===== config.mk =====
export PLATFORM = sky130hd
export DESIGN_NAME = second_minimum_scan
export DESIGN_NICKNAME = d
export VERILOG_FILES = /design/src/rtl/second_minimum_scan.sv
export SDC_FILE = /design/constraint.sdc
export NUM_CORES = 1
export LEC_CHECK = 0
export BUFFER_PORTS_ARGS = -buffer_cell sky130_fd_sc_hd__buf_2
export CAP_MARGIN = 15
export CORE_ASPECT_RATIO = 0.5
export CORE_MARGIN = 2
export CORE_UTILIZATION = 25
export DETAILED_ROUTE_END_ITERATION = 7
export GPL_TIMING_DRIVEN = 0
export PLACE_DENSITY = 0.48
export SLEW_MARGIN = 30
export SYNTH_ARGS = -nofsm -noshare
export SYNTH_HDL_FRONTEND = slang
export SYNTH_SLANG_ARGS = --single-unit

===== constraint.sdc =====
create_clock -name clk -period 5 [get_ports clk]
set_input_delay 0.5 -clock clk [delete_from_list [all_inputs] [get_ports clk]]
set_output_delay 0.5 -clock clk [all_outputs]
set_load 0.05 [all_outputs]

===== src/rtl/second_minimum_scan.sv =====
// Finds the lowest-amplitude bin in the second BRAM and reports its carrier position as low_time.
// Scan takes num_bins + RD_LATENCY + 2 cycles; scan_start is dropped while busy (no backpressure, no queueing).
module second_minimum_scan #(
    parameter int DATA_WIDTH = 32,
    parameter int ADDR_WIDTH = 10,
    parameter int BIN_SHIFT  = 7,
    parameter int RD_LATENCY = 2
) (
    input  logic                  clk,
    input  logic                  aresetn,
    input  logic                  scan_start,
    input  logic [16:0]           msf_frequency,
    output logic                  bram_en,
    output logic [ADDR_WIDTH-1:0] bram_addr,
    input  logic [DATA_WIDTH-1:0] bram_rddata,
    output logic [16:0]           low_time,
    output logic [DATA_WIDTH-1:0] min_value,
    output logic                  scan_busy,
    output logic                  scan_done
);

    localparam logic [31:0] NB_MAX    = 32'(1) << ADDR_WIDTH;
    localparam logic [31:0] BIN_ROUND = 32'((1 << BIN_SHIFT) - 1);
    localparam int          LT_W      = ADDR_WIDTH + BIN_SHIFT + 17;
    localparam logic [2:0]  DRAIN_END = 3'(RD_LATENCY - 1);

    typedef enum logic [1:0] {
        S_IDLE,
        S_ISSUE,
        S_DRAIN,
        S_COMMIT
    } state_t;

    state_t                  state_q, state_d;
    logic [ADDR_WIDTH-1:0]   last_addr_q, last_addr_d;
    logic                    bram_en_q, bram_en_d;
    logic [ADDR_WIDTH-1:0]   bram_addr_q, bram_addr_d;
    logic [RD_LATENCY-1:0]   vld_pipe_q, vld_pipe_d;
    logic [2:0]              drain_cnt_q, drain_cnt_d;
    logic [DATA_WIDTH-1:0]   run_min_q, run_min_d;
    logic [ADDR_WIDTH-1:0]   run_idx_q, run_idx_d;
    logic [ADDR_WIDTH-1:0]   rd_idx_q, rd_idx_d;
    logic                    first_q, first_d;
    logic [16:0]             low_time_q, low_time_d;
    logic [DATA_WIDTH-1:0]   min_value_q, min_value_d;
    logic                    scan_busy_q, scan_busy_d;
    logic                    scan_done_q, scan_done_d;

    logic [31:0]             freq_sum;
    logic [31:0]             nb_raw;
    logic [ADDR_WIDTH-1:0]   last_addr_calc;
    logic [LT_W-1:0]         lt_wide;

    // Bin count is stored as the last address to issue, so 2^ADDR_WIDTH bins fit the counter width.
    always_comb begin
        freq_sum = 32'(msf_frequency) + BIN_ROUND;
        nb_raw   = freq_sum >> BIN_SHIFT;
        if (nb_raw == 32'd0) begin
            last_addr_calc = '0;
        end else if (nb_raw > NB_MAX) begin
            last_addr_calc = '1;
        end else begin
            last_addr_calc = ADDR_WIDTH'(nb_raw - 32'd1);
        end
    end

    always_comb begin
        lt_wide = LT_W'(run_idx_q) << BIN_SHIFT;
    end

    always_comb begin
        state_d     = state_q;
        last_addr_d = last_addr_q;
        bram_en_d   = bram_en_q;
        bram_addr_d = bram_addr_q;
        drain_cnt_d = drain_cnt_q;
        run_min_d   = run_min_q;
        run_idx_d   = run_idx_q;
        rd_idx_d    = rd_idx_q;
        first_d     = first_q;
        low_time_d  = low_time_q;
        min_value_d = min_value_q;
        scan_busy_d = scan_busy_q;
        scan_done_d = 1'b0;

        vld_pipe_d    = '0;
        vld_pipe_d[0] = bram_en_q;
        for (int i = 1; i < RD_LATENCY; i++) begin
            vld_pipe_d[i] = vld_pipe_q[i-1];
        end

        // Reads return in issue order, so a running count gives each sample its bin index.
        if (vld_pipe_q[RD_LATENCY-1]) begin
            rd_idx_d = rd_idx_q + 1'b1;
            first_d  = 1'b0;
            if (first_q || (bram_rddata < run_min_q)) begin
                run_min_d = bram_rddata;
                run_idx_d = rd_idx_q;
            end
        end

        case (state_q)
            S_IDLE: begin
                if (scan_start) begin
                    last_addr_d = last_addr_calc;
                    bram_en_d   = 1'b1;
                    bram_addr_d = '0;
                    run_min_d   = '1;
                    run_idx_d   = '0;
                    rd_idx_d    = '0;
                    first_d     = 1'b1;
                    scan_busy_d = 1'b1;
                    state_d     = S_ISSUE;
                end
            end
            S_ISSUE: begin
                if (bram_addr_q == last_addr_q) begin
                    bram_en_d   = 1'b0;
                    drain_cnt_d = '0;
                    state_d     = S_DRAIN;
                end else begin
                    bram_addr_d = bram_addr_q + 1'b1;
                end
            end
            S_DRAIN: begin
                if (drain_cnt_q == DRAIN_END) begin
                    state_d = S_COMMIT;
                end else begin
                    drain_cnt_d = drain_cnt_q + 3'd1;
                end
            end
            S_COMMIT: begin
                low_time_d  = lt_wide[16:0];
                min_value_d = run_min_q;
                scan_done_d = 1'b1;
                scan_busy_d = 1'b0;
                state_d     = S_IDLE;
            end
            default: begin
                state_d = S_IDLE;
            end
        endcase
    end

    always_ff @(posedge clk or negedge aresetn) begin
        if (!aresetn) begin
            state_q     <= S_IDLE;
            last_addr_q <= '0;
            bram_en_q   <= 1'b0;
            bram_addr_q <= '0;
            vld_pipe_q  <= '0;
            drain_cnt_q <= '0;
            run_min_q   <= '0;
            run_idx_q   <= '0;
            rd_idx_q    <= '0;
            first_q     <= 1'b0;
            low_time_q  <= '0;
            min_value_q <= '0;
            scan_busy_q <= 1'b0;
            scan_done_q <= 1'b0;
        end else begin
            state_q     <= state_d;
            last_addr_q <= last_addr_d;
            bram_en_q   <= bram_en_d;
            bram_addr_q <= bram_addr_d;
            vld_pipe_q  <= vld_pipe_d;
            drain_cnt_q <= drain_cnt_d;
            run_min_q   <= run_min_d;
            run_idx_q   <= run_idx_d;
            rd_idx_q    <= rd_idx_d;
            first_q     <= first_d;
            low_time_q  <= low_time_d;
            min_value_q <= min_value_d;
            scan_busy_q <= scan_busy_d;
            scan_done_q <= scan_done_d;
        end
    end

    assign bram_en   = bram_en_q;
    assign bram_addr = bram_addr_q;
    assign low_time  = low_time_q;
    assign min_value = min_value_q;
    assign scan_busy = scan_busy_q;
    assign scan_done = scan_done_q;

endmodule


## After elaboration in Yosys (flattened, before gate mapping)

Cells that the tools add are included.

- Equal/unequal tests: 10
- Reductions and logical operators: 12
- Order comparisons: 2
- Muxes and demuxes: 31
- Add/sub/neg operators: 5

Operators with widths:

| cell | number |
|---|---|
| $mux W32 | 4 |
| $mux W10 | 11 |
| $logic_not A32 Y1 | 1 |
| $lt A32 B32 Y1 | 1 |
| $add A10 B1 Y10 const B | 2 |
| $pmux W10 S2 | 1 |
| $add A17 B7 Y18 const B | 1 |
| $reduce_and A3 Y1 | 4 |
| $gt A11 B11 Y1 const B | 1 |
| $eq A10 B10 Y1 | 1 |
| $ne A2 B2 Y1 const B | 5 |
| $sub A10 B1 Y10 const B | 1 |
| $pmux W2 S4 | 1 |
| $mux W1 | 6 |
| $mux W2 | 3 |
| $mux W3 | 2 |
| $pmux W3 S2 | 1 |
| $reduce_bool A2 Y1 | 3 |
| $eq A2 B2 Y1 const B | 2 |
| $pmux W1 S2 | 2 |
| $reduce_and A2 Y1 | 2 |
| $add A3 B1 Y3 const B | 1 |
| $eq A3 B1 Y1 const B | 1 |
| $eq A2 B1 Y1 const B | 1 |
| other kinds (2) | 2 |

- Input bits: 52
- Output and inout bits: 62
- Register bits: 125
- Word-level logic and storage cells: 74

## Longest topological paths before layout

Gate-level depths: netlist (run 1).

- Word-level depth: 6
- Mapped depth: 11
- Mapped depth without buffers: 11

## Worst setup path after synthesis (run 1)

OpenSTA, ideal clock, no wires.

- Path kind: input-to-reg
- Start: input port msf_frequency[3]
- End: register last_addr_q[6]
- Library setup time: 0.095 ns
- Cell stages on the path: 11
- Path slack: 1.901 ns
- Data arrival time: 3.004 ns
- Data required time: 4.905 ns
- Cells stage by stage: or4_4 > or2_4 > nand2_1 > xor2_1 > ha_1 > and3b_1 > nand3_1 > or3_1 > or2_0 > and3_1 > o31ai_1

- Word-level cells in the longest chain between the ends: 4
- Elaborated cells between the ends (all ways): 6

Ends and longest elaborated chain:

| item | line | source |
|---|---|---|
| start, declared | 12 | `input logic [16:0] msf_frequency,` |
| $add A17 B7 Y18 (*) | 56 | `freq_sum = 32'(msf_frequency) + BIN_ROUND;` |
| $sub A10 B1 Y10 or $gt A11 B11 Y1 (tied branches) | 63, 60 |  |
| $mux W10 | 60 | `end else if (nb_raw > NB_MAX) begin` |
| $mux W10 (*) | 58 | `if (nb_raw == 32'd0) begin` |
| end signal, assigned | 163 | `last_addr_q <= last_addr_d;` |
| end, declared | 35 | `logic [ADDR_WIDTH-1:0] last_addr_q, last_addr_d;` |

Every way passes the cells marked *; elsewhere a longest branch is shown, timed or not.
A chain may end at the register's enable or synchronous reset.

## Worst setup path in the final report (run 1)

Ends and elaborated chain as after synthesis.

==> flow_summary_export.csv, run 1 <==
group,metric,value,unit
outcome,outcome,"complete, no violations",
synth,yosysWarnings,0,
clock_network,cts.htree.levels,4,
cells_and_area,final_util,32.3,%
setup_path,r2r_end,"run_idx_q[4]$_DFF_PN0_",
timing,setup_viol,0,
clock_network,cts_max_path_buffers,2,
detailed_routing,via_per_inst,4.39,
detailed_routing,drt_iter0_drc,178,
setup_path,cpPeakStageDelay,0.55,ns
global_routing,grt_usage,12.3,%
cells_and_area,final_area,8250,um2
floorplan,coreArea,25500,um2
synth,synth_cell_type_count,60,
clock_network,hold_buffers,0,
clock_network,post-cts-setup-buffers,0,
power,p_per_area,664,nW/um2
floorplan,chipWidth,233,um
floorplan,dieArea,27700,um2
timing,fin_ws,1.97,ns
clock_network,clkTransAtPathRegs,0.06,ns
placement,hpwl,12100,um
synth,synth_edf_count,0,
global_routing,grt_pass1_vias,5151,
setup_path,worstPathCellList,"buf_2, or4_4, or2_4, xnor2_1, ha_1, and3b_1, nand3_1, or3_1, or2_0, and3_1, o31ai_1",
job,maxCapViolations,0,
power,p_leak,4.05,nW
setup_path,r2r-start,"run_min_q[2]$_DFF_PN0_",
setup_path,worstRegToRegCells,9,
global_routing,grt_pass1_wl,26800,um
timing,relSlewSlack,49.4,%
cells_and_area,area_growth,25.4,%
timing,drv_slew,0,
power,peakVddDrop,0.000282,V
floorplan,rows,41,
timing,skew,0.0116,ns
timing,whs,0.0334,ns
setup_path,r2r_setup_slack,2.14,ns
detailed_routing,vias,4962,
floorplan,initial_utilization,25.8,%
global_routing,grt_max_degree,68,
cells_and_area,final_net_count,864,
floorplan,dieHeight,119,um
global_routing,overflow,0,
detailed_routing,ant_nets,0,
setup_path,required,5.33,ns
global_routing,antenna_found_initial,2,
setup_path,crit_path_start_kind,"input port",
setup_path,end_kind,"flop",
placement,io_buffers,106,
detailed_routing,wl,16300,um
synth,yosys_register_bits,125,
timing,tightestPinTransition,0.760,ns
detailed_routing,first_pass_iters,4,
synth,async_flop_share,100,%
synth,synth_area_per_cell,10.3,um2
clock_network,cts_buffers,17,
timing,max_freq,330,MHz
timing,rsz0062_at_grt,"no",
clock_network,post_cts_resized,0,
placement,dpl_cell_area,7600,um2
synth,synthFlopType,"dfrtp_1",
timing,hold_viol_final,0,
synth,yosysSeqAreaShare,47.5,%
synth,synthCells,640,
clock_network,cts-root-buf,"clkbuf_16",
timing,setup_tns,0,ns
worst_hold_path,hold_path.class,"input port to async pin",
clock_network,cts_tree,"yes",
placement,pre_cts_ws,1.55,ns
cells_and_area,drive_gt1_share,25.6,%
clock_network,clk_latency,0.42,ns
synth,synthesis.area,6580,um2
setup_path,worstSetupPathType,"input port to flop",
detailed_routing,drc,0,
setup_path,slowest_stage,"or4_4",
timing,fin_crit_sh,60.7,%
placement,place.gp.congestion,0.803,
setup_path,crit_fanout,6,
detailed_routing,drt-wirelength-per-cell,14.5,um
timing,min_period,3.03,ns
clock_network,cts.sinks,125,
setup_path,arrival,3.36,ns
floorplan,ios,114,
[cell usage after synthesis, types with 2 or more instances]
library cell,count,area [um2]
o2111ai_1,2,17.5
a21oi_1,16,80.1
xor2_1,18,158
nand3_1,7,35.0
a21o_1,2,15.0
dfrtp_1,125,3130
ha_1,40,500
nand4_1,10,62.6
inv_1,39,146
o31ai_1,2,15.0
and3_1,4,25.0
o21ai_2,2,17.5
a221oi_1,2,17.5
xnor2_1,11,96.3
nor4_1,4,25.0
nand2_1,63,236
mux2i_1,45,450
mux2_2,43,484
nand2b_1,2,12.5
nor3_1,3,15.0
a22oi_1,2,15.0
or4_1,5,37.5
clkbuf_1,19,71.3
a31oi_1,3,18.8
nor2_1,97,364
nor2b_1,4,25.0
o21ai_1,3,15.0
o211ai_1,3,22.5
buf_4,11,82.6
o21ai_0,19,95.1
and2_1,2,12.5
or3_1,4,25.0
[area by class of cell]
cell class	count	area (um2)
well taps	344	430
repair buffers	107	568
plain buffers	32	163
flip-flops and latches	125	3130
clock buffers	23	488
inverters	39	146
diodes	1	2.50
fillers	2654	17300
clock inverters	9	158
multi-input cells	450	3160
[registers in the layout (all words and copies together) (netlist names), 3 cells and up]
register,cells
drain_cnt_q,3
rd_idx_q,10
run_idx_q,10
min_value,32
last_addr_q,10
low_time,10
bram_addr,10
run_min_q,32
[cells by family after synthesis]
kind of cell | Yosys count | synth area share, %
multiplexers | 89 | 14.4
AND/OR/NAND/NOR | 214 | 14.7
XOR/XNOR | 29 | 3.86
buffers and inverters | 71 | 4.70
AO/OA/AOI/OAI | 71 | 7.19
adder cells (fa/ha/maj) | 40 | 7.61
flip-flops | 125 | 47.5
other | 1 | 0.0570
[worst max-delay path, delay by kind of cell]
kind | cells | cell delay (ns)
buffers and inverters | 1 | 0.10
AOI/OAI and AO/OA | 1 | 0.21
xor gates and xnor gates | 1 | 0.17
adders and majority gates | 1 | 0.29
and+or+nand+nor | 7 | 2.09
[metrics by stage]
stage,power (mW),std cells
floorplan,3.53,646
global placement,4.13,1096
detailed placement,4.18,1097
CTS,5.56,1129
global route,5.87,1130
finish,5.48,1130
[cells in the final DEF, fill, tap and decap left out, types with 2 or more instances in the layout]
| cell | n |
|---|---|
| a21o_1 | 2 |
| a21oi_1 | 16 |
| a221oi_1 | 2 |
| a22oi_1 | 2 |
| a31oi_1 | 3 |
| and2_1 | 2 |
| and3_1 | 4 |
| buf_2 | 106 |
| buf_4 | 11 |
| bufinv_16 | 4 |
| clkbuf_1 | 21 |
| clkbuf_16 | 17 |
| clkbuf_8 | 4 |
| clkinv_4 | 2 |
| clkinvlp_4 | 2 |
| conb_1 | 7 |
| dfrtp_1 | 125 |
| ha_1 | 40 |
| inv_1 | 39 |
| mux2_2 | 43 |
| mux2i_1 | 45 |
| nand2_1 | 63 |
| nand2b_1 | 2 |
| nand3_1 | 7 |
| nand4_1 | 10 |
| nor2_1 | 97 |
| nor2b_1 | 4 |
| nor3_1 | 3 |
| nor4_1 | 4 |
| o2111ai_1 | 2 |
| o211ai_1 | 3 |
| o21ai_0 | 19 |
| o21ai_1 | 3 |
| o21ai_2 | 2 |
| o31ai_1 | 2 |
| or3_1 | 4 |
| or4_1 | 5 |
| xnor2_1 | 11 |
| xor2_1 | 18 |
[metal layers]
layer | part of all wire [%] | track usage, %
met2 | 48 | 20.3
met5 | 0.080 | 0
met1 | 47 | 15.6
met4 | 1.2 | 3.84
met3 | 3.4 | 3.26
[where the power goes]
| group | switching, mW | internal [mW] |
|---|---|---|
| registers | 0.269 | 1.42 |
| logic | 1.56 | 0.883 |
| clock network | 0.463 | 0.889 |
[worst max-delay path by stage]
stage                                             to  slack [ns]  cells after the start             start
after floorplan           last_addr_q[6]$_DFFE_PN0P_        1.90                     11  msf_frequency[3]
after global placement    last_addr_q[6]$_DFFE_PN0P_        1.60                     11  msf_frequency[3]
after detailed placement  last_addr_q[6]$_DFFE_PN0P_        1.55                     11  msf_frequency[3]
after CTS                 last_addr_q[6]$_DFFE_PN0P_        1.99                     11  msf_frequency[3]
after global routing      last_addr_q[6]$_DFFE_PN0P_        1.83                     11  msf_frequency[3]
final                     last_addr_q[6]$_DFFE_PN0P_        1.97                     11  msf_frequency[3]
Power figures use the tool's default switching activity.
==> run 2, diff against run 1 <==
--- a/config.mk
+++ b/config.mk
@@ -5,6 +5,7 @@
 export SDC_FILE = /design/constraint.sdc
 export NUM_CORES = 1
 export LEC_CHECK = 0
+export ABC_AREA = 1
 export BUFFER_PORTS_ARGS = -buffer_cell sky130_fd_sc_hd__buf_2
 export CAP_MARGIN = 15
 export CORE_ASPECT_RATIO = 0.5
@@ -12,7 +13,7 @@
 export CORE_UTILIZATION = 25
 export DETAILED_ROUTE_END_ITERATION = 7
 export GPL_TIMING_DRIVEN = 0
-export PLACE_DENSITY = 0.48
+export PLACE_DENSITY = 0.49
 export SLEW_MARGIN = 30
 export SYNTH_ARGS = -nofsm -noshare
 export SYNTH_HDL_FRONTEND = slang
==> constraint.sdc (replaced) <==
create_clock -name clk -period 2.49 [get_ports clk]
set_input_delay 0.249 -clock clk [delete_from_list [all_inputs] [get_ports clk]]
set_output_delay 0.249 -clock clk [all_outputs]
set_load 0.05 [all_outputs]
==> flow_summary_export.csv, run 2 <==
group,metric,value,unit
setup_path,arrival,2.47,ns
global_routing,grt_pass1_vias,5982,
detailed_routing,drt-wirelength-per-cell,13.6,um
worst_hold_path,hold_path.class,"input port to flop",
global_routing,grt_usage,13.4,%
power,peakVddDrop,0.000613,V
synth,synth_top_area_share,46.0,%
detailed_routing,ant_nets,0,
cells_and_area,final_cell_mix,"216 x nand2_1, 125 x dfrtp_1, 109 x buf_2",
timing,whs,0.0936,ns
setup_path,required,2.77,ns
synth,synth_area_per_cell,8.14,um2
timing,fin_crit_sh,88.0,%
floorplan,ios,114,
setup_path,r2r-start,"state_q[0]$_DFFE_PN0P_",
setup_path,crit_fanout,13,
power,p_leak,4.41,nW
setup_path,crit_path_start_kind,"flop",
job,maxCapViolations,0,
power,power,11.3,mW
clock_network,cts_max_path_buffers,2,
timing,hold_viol_final,0,
synth,async_flop_share,100,%
cells_and_area,diodes,0,
power,p_sw,5.30,mW
synth,ys_top_cells_by_area,"dfrtp_1 46%, nand2_1 12%, ha_1 7.4%",
setup_path,worstRegToRegCells,5,
floorplan,initial_utilization,25.6,%
timing,drv_slew,0,
detailed_routing,first_pass_iters,7,
outcome,outcome,"complete, no violations",
detailed_routing,drt_iter0_drc,281,
global_routing,antenna_found_initial,0,
detailed_routing,via_per_inst,4.37,
power,seqPwrFrac,30.8,%
clock_network,clk_latency,0.42,ns
clock_network,cts_buffers,17,
placement,hpwl,13300,um
detailed_routing,drc,0,
clock_network,clkTransAtPathRegs,0.06,ns
setup_path,end_kind,"flop",
synth,synthesis.area,6800,um2
placement,place.gp.congestion,0.786,
worst_hold_path,whs_path_depth,3,
cells_and_area,mostFrequentLayoutCell,"nand2_1",
synth,synth_edf_count,0,
setup_path,worstSetupPathType,"flop to flop",
worst_hold_path,min_to,"run_min_q[24]$_DFF_PN0_",
clock_network,cts_tree,"yes",
placement,pre_cts_ws,0.0195,ns
global_routing,grt_max_degree,82,
power,intPower,5.97,mW
timing,fin_ws,0.298,ns
floorplan,rows,42,
timing,relSlewSlack,62.8,%
power,p_comb_share,47.0,%
synth,synth_top_area_cell,"dfrtp_1",
detailed_routing,wl,18200,um
synth,post-synth-top-count-cell,"nand2_1",
global_routing,overflow,0,
timing,skew,0.00524,ns
timing,max_freq,456,MHz
clock_network,cts.sinks,125,
synth,synthCells,835,
synth,yosysWarnings,0,
setup_path,r2r_setup_slack,0.30,ns
timing,min_period,2.19,ns
synth,synthFlopType,"dfrtp_1",
floorplan,dieArea,28600,um2
synth,synth_cell_type_count,41,
global_routing,grt_pass1_wl,30000,um
clock_network,cts-root-buf,"clkbuf_16",
setup_path,r2r_end,"low_time[13]$_DFFE_PN0P_",
cells_and_area,drive_gt1_share,20.3,%
cells_and_area,final_net_count,1059,
timing,setup_viol,0,
detailed_routing,vias,5815,
synth,synth_commonest_cells,"216 x nand2_1, 125 x dfrtp_1, 86 x nand3_1",
timing,tightestPinTransition,0.559,ns
placement,io_buffers,106,
floorplan,coreArea,26600,um2
cells_and_area,area_growth,23.9,%
synth,yosys_register_bits,125,
clock_network,cts.htree.levels,4,
floorplan,chipWidth,237,um
power,p_per_area,1340,nW/um2
floorplan,dieHeight,121,um
power,clock_power_share,22.2,%
worst_hold_path,holdCritStartpoint,"bram_rddata[24]",
synth,yosysSeqAreaShare,46.0,%
power,swShare,47.0,%
timing,rsz0062_at_grt,"no",
## run 2: cell types whose count changed after synthesis, moves of 18 or more
cell	previous run	this run
nor2_1	97	46
nand2_1	63	216
a21oi_1	16	34
mux2_2	43	0
inv_1	39	85
mux2i_1	45	0
o21ai_0	19	55
nand3_1	7	86
## run 2: how the worst max path moves through the flow
stage	from	endpoint	cells past startpoint	slack (ns)
2_1_floorplan	run_min_q[31]$_DFF_PN0_	run_min_q[11]$_DFF_PN0_	13	0.65
3_3_place_gp	aresetn	min_value[18]$_DFFE_PN0P_	1	-0.69
3_5_place_dp	state_q[1]$_DFFE_PN0P_	min_value[27]$_DFFE_PN0P_	7	0.02
4_1_cts	state_q[1]$_DFFE_PN0P_	low_time[13]$_DFFE_PN0P_	5	0.24
5_1_grt	run_min_q[5]$_DFF_PN0_	run_min_q[1]$_DFF_PN0_	14	0.02
6_report	state_q[0]$_DFFE_PN0P_	low_time[13]$_DFFE_PN0P_	5	0.30
## run 2: per-layer routing
| layer | vias to the layer above | global-route usage, % | share of wire, % |
|---|---|---|---|
| met5 | - | 0 | 0 |
| li1 | 2948 | - | - |
| met3 | 11 | 3.24 | 3.6 |
| met1 | 2773 | 16.2 | 47 |
| met2 | 83 | 23.4 | 49 |
| met4 | 0 | 4.25 | 0.92 |
## run 2: final cells by class
| class | count | area, um2 |
|---|---|---|
| Clock inverter | 14 | 145 |
| Clock buffer | 18 | 439 |
| Tap cell | 352 | 440 |
| Sequential cell | 125 | 3130 |
| Fill cell | 2847 | 18200 |
| Inverter | 94 | 354 |
| Buffer | 37 | 200 |
| Timing Repair Buffer | 108 | 578 |
| Multi-Input combinational cell | 584 | 3130 |
## run 2: power groups by stage
stage	sequential [mW]	combinational, mW	clock, mW
2_1_floorplan	4.61	2.76	0
3_3_place_gp	3.47	5.30	0
3_5_place_dp	3.50	5.38	0
4_1_cts	3.48	5.40	2.57
5_1_grt	3.58	5.99	2.64
6_report	3.46	5.30	2.50
## run 2: timing repair
| item | CTS | global route |
|---|---|---|
| setup endpoints to repair | 2 | 0 |
| hold buffers | 1 | 0 |
| hold endpoints to repair | 44 | 0 |
| setup buffers | 0 | 0 |
| gates resized for setup | 0 | 0 |
## run 2: cell families (layout without fill, tap and decap cells)
kind of cell    Yosys count  after routing  synth area share [%]
other cells               1              7                0.0552
fa+ha+maj                40             40                  7.36
simple gates            414            414                  27.9
xor+xnor                 19             19                  2.56
buf+inv                 132            271                  8.21
compound gates          104            104                  7.88
flops                   125            125                  46.0
## run 2: worst max-delay path, stage by stage (launching register included)
cell and delay [ns]:
dfrtp_1 0.40, ha_1 0.23, clkbuf_1 0.25, inv_1 0.49, clkbuf_1 0.50, o21ai_0 0.17
## run 2: stage by stage
| step | setup TNS [ns] | instances | util [%] | area (um2) |
|---|---|---|---|---|
| after floorplan | 0 | 841 | - | 6820 |
| after global placement | -83.80 | 1299 | 29.3 | 7790 |
| after detailed placement | 0 | 1300 | 29.4 | 7830 |
| after CTS | 0 | 1332 | 31.7 | 8420 |
| after global routing | 0 | 1332 | 31.7 | 8420 |
| final | 0 | 1332 | 31.7 | 8420 |
==> run 3, diff against run 2 <==
--- a/config.mk
+++ b/config.mk
@@ -5,7 +5,6 @@
 export SDC_FILE = /design/constraint.sdc
 export NUM_CORES = 1
 export LEC_CHECK = 0
-export ABC_AREA = 1
 export BUFFER_PORTS_ARGS = -buffer_cell sky130_fd_sc_hd__buf_2
 export CAP_MARGIN = 15
 export CORE_ASPECT_RATIO = 0.5
==> flow_summary_export.csv, run 3 (synthesis results as in run 1) <==
group,metric,value,unit
cells_and_area,drive_gt1_share,28.4,%
clock_network,cts_max_path_buffers,2,
timing,tightestPinTransition,0.632,ns
setup_path,crit_fanout,3,
setup_path,cpPeakStageDelay,0.52,ns
clock_network,clk_latency,0.42,ns
placement,pre_cts_ws,-0.425,ns
timing,setup_tns,0,ns
job,maxCapViolations,0,
setup_path,required,2.82,ns
floorplan,chipWidth,233,um
clock_network,cts_tree,"yes",
power,p_per_area,1300,nW/um2
setup_path,slowest_stage,"or4_4",
power,p_leak,4.11,nW
detailed_routing,drt_iter0_drc,196,
clock_network,cts_buffers,17,
floorplan,ios,114,
floorplan,rows,41,
cells_and_area,area_growth,27.4,%
cells_and_area,final_net_count,872,
worst_hold_path,whs_path_depth,3,
timing,rsz0062_at_grt,"yes",
setup_path,worstRegToRegCells,9,
setup_path,crit_family,"simple AND/OR/NAND/NOR gates",
timing,fin_ws,0.0248,ns
timing,whs,0.125,ns
cells_and_area,diodes,0,
detailed_routing,wl,16200,um
cells_and_area,mostFrequentLayoutCell,"dfrtp_1",
detailed_routing,vias,4968,
cells_and_area,n_fill_cell,2645,
clock_network,cts.htree.levels,4,
detailed_routing,first_pass_iters,4,
setup_path,cp.depth,12,
placement,dpl_cell_area,7620,um2
detailed_routing,ant_nets,0,
timing,drv_slew,0,
floorplan,initial_utilization,25.8,%
timing,hold_viol_final,0,
setup_path,worstSetupPathType,"input port to flop",
timing,fin_crit_sh,99.0,%
setup_path,crit_path_start_kind,"input port",
setup_path,cp_num_buf_inv,1,
setup_path,arrival,2.79,ns
global_routing,grt_max_degree,82,
global_routing,overflow,0,
clock_network,clkTransAtPathRegs,0.06,ns
clock_network,cts-root-buf,"clkbuf_16",
outcome,outcome,"complete, no violations",
global_routing,grt_pass1_wl,26600,um
placement,io_buffers,106,
floorplan,dieHeight,119,um
detailed_routing,via_per_inst,4.37,
timing,relSlewSlack,57.9,%
timing,setup_viol,0,
detailed_routing,drt-wirelength-per-cell,14.2,um
setup_path,worstPathCellList,"buf_6, or4_4, or2_4, nand2_2, xor2_2, ha_4, and3b_2, nand3_2, or3_4, or2_1, and3_1, o31ai_1",
setup_path,end_kind,"flop",
cells_and_area,final_area,8380,um2
cells_and_area,final_cell_mix,"125 x dfrtp_1, 105 x buf_2, 97 x nor2_1",
floorplan,coreArea,25500,um2
placement,hpwl,11900,um
detailed_routing,drc,0,
clock_network,cts.sinks,125,
floorplan,dieArea,27700,um2
power,peakVddDrop,0.000553,V
timing,skew,0.0134,ns
global_routing,antenna_found_initial,0,
timing,min_period,2.47,ns
global_routing,grt_pass1_vias,5181,
worst_hold_path,hold_path.class,"input port to flop",
timing,max_freq,406,MHz
placement,place.gp.congestion,0.795,
global_routing,grt_usage,12.2,%
-- run 3: final timing paths --
check,start,to,slack [ns]
setup / recovery,msf_frequency[0],last_addr_q[6]$_DFFE_PN0P_,0.02
hold / removal,bram_rddata[9],run_min_q[9]$_DFF_PN0_,0.12
setup reg to reg,run_min_q[14]$_DFF_PN0_,run_min_q[3]$_DFF_PN0_,0.20
hold reg to reg,vld_pipe_q[0]$_DFF_PN0_,vld_pipe_q[1]$_DFF_PN0_,0.34
max in group asynchronous,aresetn,min_value[16]$_DFFE_PN0P_,1.44
min in group asynchronous,aresetn,bram_addr[7]$_DFFE_PN0P_,0.31
-- run 3: metal layers --
metal	vias to the layer above	routed length [um]	track usage, %
li1	2462	-	-
met1	2419	7590	15.8
met2	72	7840	20.3
met3	15	544	2.90
met4	0	176	3.68
met5	-	0	0
-- run 3: power by group --
| group | internal [mW] | switching, mW |
|---|---|---|
| clock | 1.58 | 0.936 |
| combinational | 1.88 | 3.12 |
| sequential | 2.84 | 0.562 |
-- run 3: area by class of cell --
class                   count  area, um2  area share [%]
clock buffers              23        488            5.82
clock inverters             9        110            1.31
multi-input cells         450       3240            38.6
repair buffers            118        659            7.87
well taps                 344        430            5.14
inverters                  39        146            1.75
plain buffers              29        181            2.17
flip-flops and latches    125       3130            37.3
-- run 3: metrics by stage --
stage	instances	power, mW	util (%)
finish	1137	10.9	32.8
global route	1137	11.7	32.8
CTS	1133	11.0	32.3
detailed placement	1097	8.40	29.8
global placement	1096	8.29	29.7
floorplan	646	7.10	-
-- run 3: tightest hold or removal path: stages --
cell	delay, ns
buf_2	0.09
nor2_1	0.04
mux2i_1	0.11
-- run 3: timing repair --
| item | 4_1_cts | 5_1_grt |
|---|---|---|
| pin swaps | 1 | 9 |
| hold buffers | 1 | 0 |
| gates resized for setup | 5 | 17 |
| setup buffers | 3 | 7 |
| endpoints found under the setup margin | 58 | 54 |
| hold endpoints to repair | 44 | 0 |
